[config.mk]
export PLATFORM = sky130hd
export DESIGN_NAME = alu_regfile
export DESIGN_NICKNAME = d
export VERILOG_FILES = /design/src/rtl/alu_regfile.sv
export SDC_FILE = /design/constraint.sdc
export NUM_CORES = 1
export LEC_CHECK = 0
export CORE_MARGIN = 4
export CORE_UTILIZATION = 45
export DETAILED_ROUTE_END_ITERATION = 7
export PLACE_DENSITY = 0.81
export SYNTH_ARGS = -nofsm -noshare
export SYNTH_HDL_FRONTEND = slang
export SYNTH_SLANG_ARGS = --single-unit
export TNS_END_PERCENT = 1
[constraint.sdc]
create_clock -name clk -period 6.45 [get_ports clk]
set_input_delay 0.9675 -clock clk [delete_from_list [all_inputs] [get_ports clk]]
set_output_delay 0.9675 -clock clk [all_outputs]
set_load 0.05 [all_outputs]
[src/rtl/alu_regfile.sv]
// alu_regfile
// -----------
// Execute-stage datapath slice for the small en/de-cryption CPU.
// A 4-entry x 9-bit register file feeds an 8-bit combinational ALU through
// two operand-select muxes. The block provides register reads, the ALU
// result, a signed-overflow flag and a branch decision.
//
// Ports:
//   clk          in   1  system clock, all state updates on the rising edge
//   rst          in   1  synchronous active-high reset, clears all registers
//   wr_en        in   1  register write enable
//   rd0_addr     in   2  read port 0 address
//   rd1_addr     in   2  read port 1 address
//   wr_addr      in   2  write address
//   wr_data      in   9  write data
//   rd0_data     out  9  register[rd0_addr], combinational
//   rd1_data     out  9  register[rd1_addr], combinational
//   out1         out  8  ALU operand A after the alusrc1 mux
//   out2         out  8  ALU operand B after the alusrc2 mux
//   alusrc1      in   2  operand A select (0 reg, 1 zero, 2 immediate, 3 zero)
//   alusrc2      in   2  operand B select (0 reg, 1 immediate, 2/3 zero)
//   instr_i      in   8  immediate field from the instruction
//   s            in   3  ALU opcode
//   f            out  8  ALU result
//   ovf          out  1  signed overflow, only meaningful for ADD
//   take_branch  out  1  branch decision, only meaningful for BEQ/BNE

module alu_regfile (
    input  logic       clk,
    input  logic       rst,
    input  logic       wr_en,
    input  logic [1:0] rd0_addr,
    input  logic [1:0] rd1_addr,
    input  logic [1:0] wr_addr,
    input  logic [8:0] wr_data,
    output logic [8:0] rd0_data,
    output logic [8:0] rd1_data,
    output logic [7:0] out1,
    output logic [7:0] out2,
    input  logic [1:0] alusrc1,
    input  logic [1:0] alusrc2,
    input  logic [7:0] instr_i,
    input  logic [2:0] s,
    output logic [7:0] f,
    output logic       ovf,
    output logic       take_branch
);

    typedef enum logic [2:0] {
        OP_ADD = 3'd0,
        OP_INV = 3'd1,
        OP_AND = 3'd2,
        OP_OR  = 3'd3,
        OP_SRL = 3'd4,
        OP_SLL = 3'd5,
        OP_BEQ = 3'd6,
        OP_BNE = 3'd7
    } aluOp_e;

    logic [8:0] regs_q [4];
    logic [8:0] regs_d [4];
    aluOp_e     op;
    logic [7:0] sum;

    // Next-state for the register file: hold everything, then overlay the
    // single addressed write. Register 0 is an ordinary writable register.
    always_comb begin
        for (int i = 0; i < 4; i++) begin
            regs_d[i] = regs_q[i];
        end
        if (wr_en) begin
            regs_d[wr_addr] = wr_data;
        end
    end

    // Register file state. Reset wins over a write issued in the same cycle.
    always_ff @(posedge clk) begin
        if (rst) begin
            for (int i = 0; i < 4; i++) begin
                regs_q[i] <= 9'd0;
            end
        end else begin
            for (int i = 0; i < 4; i++) begin
                regs_q[i] <= regs_d[i];
            end
        end
    end

    // Reads are asynchronous and see only the stored value, so a read of the
    // address being written returns the old contents until the edge.
    assign rd0_data = regs_q[rd0_addr];
    assign rd1_data = regs_q[rd1_addr];

    // Operand A mux. Bit 8 of the register never reaches the ALU.
    always_comb begin
        out1 = 8'h00;
        case (alusrc1)
            2'd0:    out1 = rd0_data[7:0];
            2'd2:    out1 = instr_i;
            default: out1 = 8'h00;
        endcase
    end

    // Operand B mux. Note the immediate sits on a different select code than
    // for operand A.
    always_comb begin
        out2 = 8'h00;
        case (alusrc2)
            2'd0:    out2 = rd1_data[7:0];
            2'd1:    out2 = instr_i;
            default: out2 = 8'h00;
        endcase
    end

    assign op  = aluOp_e'(s);
    assign sum = out1 + out2;

    // ALU. Flags default low so only ADD can raise ovf and only the two
    // branch compares can raise take_branch; branch ops force f to zero.
    always_comb begin
        f           = 8'h00;
        ovf         = 1'b0;
        take_branch = 1'b0;
        case (op)
            OP_ADD: begin
                f   = sum;
                ovf = (out1[7] == out2[7]) && (sum[7] != out1[7]);
            end
            OP_INV: f = ~out2;
            OP_AND: f = out1 & out2;
            OP_OR:  f = out1 | out2;
            OP_SRL: f = {1'b0, out1[7:1]};
            OP_SLL: f = {out1[6:0], 1'b0};
            OP_BEQ: take_branch = (out1 == out2);
            OP_BNE: take_branch = (out1 != out2);
            default: begin
                f           = 8'h00;
                ovf         = 1'b0;
                take_branch = 1'b0;
            end
        endcase
    end

endmodule

**After elaboration in Yosys (flattened, before gate mapping)**

Memories as Yosys holds them, arrays and structs flattened.
Index checks and enable logic that the tools add are counted.

- Mux-type cells: 16
- Equal/unequal tests: 13
- Bitwise gates (word level): 8
- Magnitude comparators: 2
- Reduce and logical (&&, ||, !) cells: 5
- $add $sub $neg: 1

Operator list:

| kind | count |
|---|---|
| $pmux 8 s6 | 1 |
| $mux 9 | 5 |
| $bwmux 36 | 1 |
| $mux 36 | 1 |
| $pmux 8 s2 | 2 |
| $demux 9 s2 | 1 |
| $eq 3x3->1 const B | 4 |
| $add 8x8->8 | 1 |
| $and 8x8->8 | 1 |
| $eq 8x8->1 | 1 |
| $ne 8x8->1 | 1 |
| $not 8->8 | 1 |
| $or 8x8->8 | 1 |
| $eq 3x2->1 const B | 2 |
| $logic_not 2->1 | 2 |
| $mux 1 | 4 |
| $or 1x1->1 | 4 |
| $eq 3x1->1 const B | 1 |
| $ge 3x3->1 const B | 1 |
| $logic_not 3->1 | 1 |
| $lt 3x1->1 const B | 1 |
| $not 2->3 | 1 |
| $eq 2x1->1 const B | 1 |
| $eq 2x2->1 const B | 1 |
| other kinds (4) | 5 |

- RAM bits: 36
- Output and inout bits: 44
- Register bits after elaboration: 0
- Logic and storage cells: 46
- Bits of input ports: 33
- Memories kept: 1

Memories:

| memory | words | width | rd ports | clocked after Yosys merged registers in | wr ports | line | source |
|---|---|---|---|---|---|---|---|
| regs_q | 4 | 9 | 6 | 0 | 4 | 60 | `logic [8:0] regs_q [4];` |

**Longest topological paths before layout**

- Depth after elaboration: 8
- Gate-level depth with buffers: 12
- Mapped depth without buffers: 10

**Worst setup path before layout**

No wires, ideal clock.

- Path type: in2out
- From: input port rd0_addr[0]
- To: output port f[5]
- Slack: 1167 ps
- Stages: 11
- Buffers on the path: 2
- Arrival time: 4315 ps
- Required time: 5483 ps
- Cell sequence: buf_2 -> mux4_2 -> mux2i_1 -> nor2_1 -> inv_1 -> ha_1 -> clkbuf_1 -> o21ai_0 -> a31oi_1 -> mux4_2 -> o211ai_2

- Word-level cells in the longest chain between the ends: 4
- Elaborated cells on any way between the ends: 6
- Those cells by class: 1 x add/sub; 2 x mux; 2 x bitwise; 1 x memory

Ends and longest elaborated chain:

| what | line | source |
|---|---|---|
| from (decl) | 32 | `input logic [1:0] rd0_addr,` |
| $mem_v2 4x9 (*) | n/a |  |
| via rd0_data[4] | 36 | `output logic [8:0] rd0_data,` |
| $pmux 8 s2 (*) | 97 | `case (alusrc1)` |
| via out1[4] | 38 | `output logic [7:0] out1,` |
| $add 8x8->8 | 116 | `assign sum = out1 + out2;` |
| $pmux 8 s6 (*) | 124 | `case (op)` |
| to (decl) | 44 | `output logic [7:0] f,` |

The timed path passes the listed nets; every way through them passes the cells marked *.

**Final worst setup path**

- From: input port rd0_addr[0]
- To: output port ovf

- Word-level cells in the longest chain between the ends: 6
- Elaborated cells on any way between the ends: 7
- Those cells by class: 1 x add/sub; 2 x eq/ne; 2 x mux; 1 x reduce/logical; 1 x memory

Ends and longest elaborated chain:

| what | line | source |
|---|---|---|
| $mem_v2 4x9 (*) | n/a |  |
| $pmux 8 s2 (*) | 97 |  |
| $add 8x8->8 | 116 |  |
| $ne 1x1->1 | 127 | `ovf = (out1[7] == out2[7]) && (sum[7] != out1[7]);` |
| $logic_and 1x1->1 (*) | 127 |  |
| $mux 1 (*) | 124 |  |
| to (decl) | 45 | `output logic ovf,` |

Mark *: on every way between the ends. The rest lies on a longest branch, timed or not.

==> metrics <==
Crit Path Class in -> out; setup repair bufs after CTS 0; Largest regs regs_q (36); syn_nets 420; root buffer cell clkbuf_8; Final Critical Period 5.900 ns; clk_lat worst skew 0.28 ns; # setup viols final 0; max-cap violations 0; CTS buffer count 5; r2r setup slk 5.76 ns; CP Cell Sequence clkdlybuf4s50_1, mux4_2, mux2i_1, nor2_1, inv_1, ha_1, and4_1, a21oi_1, o21ai_0, o21ai_0, and3_1, clkdlybuf4s50_1; worst vdd ir 0.0001345 V; Layout Skew 0 ns; initial antenna violation count 0; TNS Setup 0 ns; Final Hold Viols 0; total track usage 21.60%; 1st-iter DRT viols 135; Core ar. 6794 um2; vias in the first global route 3013; Worst-path clk slew 0.06 ns; # nets final 483; Post-CTS Resized 0; status completed; Mean Syn Cell Area 8.489 um2; CTS tree yes; relative slew slack 17.39%; data required time of the critical path 5.48 ns; yosys warns 0; P_leak 1.688 nW; fin area 4021 um2; ys flop type dfxtp_1; Final Cycle Share 91.48%; Worst Setup End Kind output pin; area of the multi-input gates 2208 um2; Worst-Margin Slew 1.235 ns; Remaining DRCs 0; Worst Hold Class reg -> reg; RSZ-0062 raised after global routing false; fillers 612; DR vias 3113; area delta synth->final 27.69%; Worst Setup Start Kind input port; final wirelength 9.010 mm; first-pass GRT wire length 14.88 mm; number of port buffers 76; DP HPWL 6.986 mm; chip width 91.66 um; routed len/inst 17.06 um; Reg area 720.7 um2; Crit Path Max Fanout 12; final slew viol count 0; worst path bufs/invs 3; post-synthesis sequential element count 36; fmax 169.5 MHz; Synth cell types 61; Final Power 0.0006059 W; placed inst area 3953 um2; layout cells sized above 1 10.19%; fraction of registers with async set/reset 0%; Post-CTS Hold Fix Bufs 0; antenna cells 0; sequential area share after synthesis 22.88%; crit-path max cell delay 0.79 ns; Rows 30; # clock sinks 36; Gate Count Post-Synth 371; TritonRoute pass-1 iters 5; Die Area 8401 um2; IO Count 77; routability cong. 0.9433; Top reg by flops regs_q; Post-DRT Antenna Nets 0; Post-synth EDFFs 0; Largest register FFs 36; Via-to-Cell Ratio 5.896; initial core utilization 46.35%; # H-tree levels 2; synthesized cell area 3149 um2; crit path max-delay cell type clkdlybuf4s50_1; largest net degree at the start of global routing 37; CP top delay family buffers and inverters; CTS max path bufs 2; crit path DAT 4.93 ns; PD cells 150.7 nW/um2; remaining global-route overflow 0; Chip Height 91.66 um
[cells in the mapped netlist (4+ instances only)]
library cell  number  area share (%)
a22oi_1            4            0.95
clkbuf_1          14             1.7
mux2_2             7             2.5
nand3b_1           4            0.95
o21ai_0           11             1.7
nor2_1            35             4.2
ha_1              16             6.4
dfxtp_1           36              23
mux4_2             9             6.4
inv_1             22             2.6
nor2b_1            6             1.2
nand3_1            4            0.64
nand2_1           46             5.5
or2_2              6             1.2
and3_1             5            0.99
mux4_1             5             4.2
buf_1              5            0.60
nor3_1             7             1.1
mux2i_1           38              12
buf_2              5            0.79
a21oi_1           24             3.8
[path summary, 6_finish.rpt]
check	from	endpoint	depth (start not counted)
worst min-delay path	regs_q[1][8]	regs_q[1][8]	2
worst min register to register	regs_q[1][8]	regs_q[1][8]	2
worst max-delay path	rd0_addr[0]	ovf	12
worst max register to register	regs_q[2][7]	regs_q[2][7]	2
[layout by cell type (no fill, tap or decap), types with 4 or more instances in the layout]
cell type,count
and3_1,5
nor2_1,35
buf_4,8
nand3_1,4
a22oi_1,4
clkdlybuf4s50_1,76
ha_1,16
nand2_1,46
mux4_1,5
o21ai_0,11
mux2_2,7
or2_2,6
nor3_1,7
nor2b_1,6
mux4_2,9
mux2i_1,38
nand3b_1,4
inv_1,22
dfxtp_1,36
a21oi_1,24
clkbuf_8,5
[routing by layer]
layer | routed length, um | track usage (%)
met5 | 0 | 0
met3 | 632 | 2.707
met2 | 4546 | 38.59
met4 | 233 | 7.161
met1 | 3597 | 26.71
[final cells by class]
class                           count  share of cell area (%)
Inverter                           22                   2.054
Multi-Input combinational cell    285                   54.92
Tap cell                           96                   2.987
Clock buffer                        5                   1.711
Timing Repair Buffer               84                   20.41
Sequential cell                    36                   17.92
[worst reg2reg max path, cell delays in order (launching register included)]
cell	delay, ns
dfxtp_1	0.32
mux2i_1	0.15
nor2_1	0.07
[cells by family (layout without fill, tap and decap cells)]
family / after synthesis / count (layout) / share of synthesized area [%]
simple gates: 133 / 133 / 20.42
compound gates: 72 / 72 / 16.49
mux: 61 / 61 / 26.02
buf+inv: 50 / 111 / 6.992
flops: 36 / 36 / 22.88
fa+ha+maj: 16 / 16 / 6.357
xor+xnor: 3 / 3 / 0.8345
[per-stage QoR]
| stage | util [%] | hold slack [ns] | std cells | setup WS (ns) |
|---|---|---|---|---|
| detailed placement | 58.18 | 0.4603 | 523 | 0.5730 |
| CTS | 59.19 | 0.4698 | 528 | 0.5652 |
| finish | 59.19 | 0.4689 | 528 | 0.5496 |
| global placement | 58.18 | 0.4509 | 523 | 0.6328 |
| floorplan | - | 0.4413 | 371 | 1.167 |
| global route | 59.19 | 0.4907 | 528 | 0.2943 |
[power by group]
| group | internal [W] | switching [W] |
|---|---|---|
| logic | 0.0000926 | 0.000140 |
| registers | 0.000230 | 0.00000541 |
| clock network | 0.0000694 | 0.0000680 |
| total | 0.000392 | 0.000214 |
(Power assumes the default switching activity.)
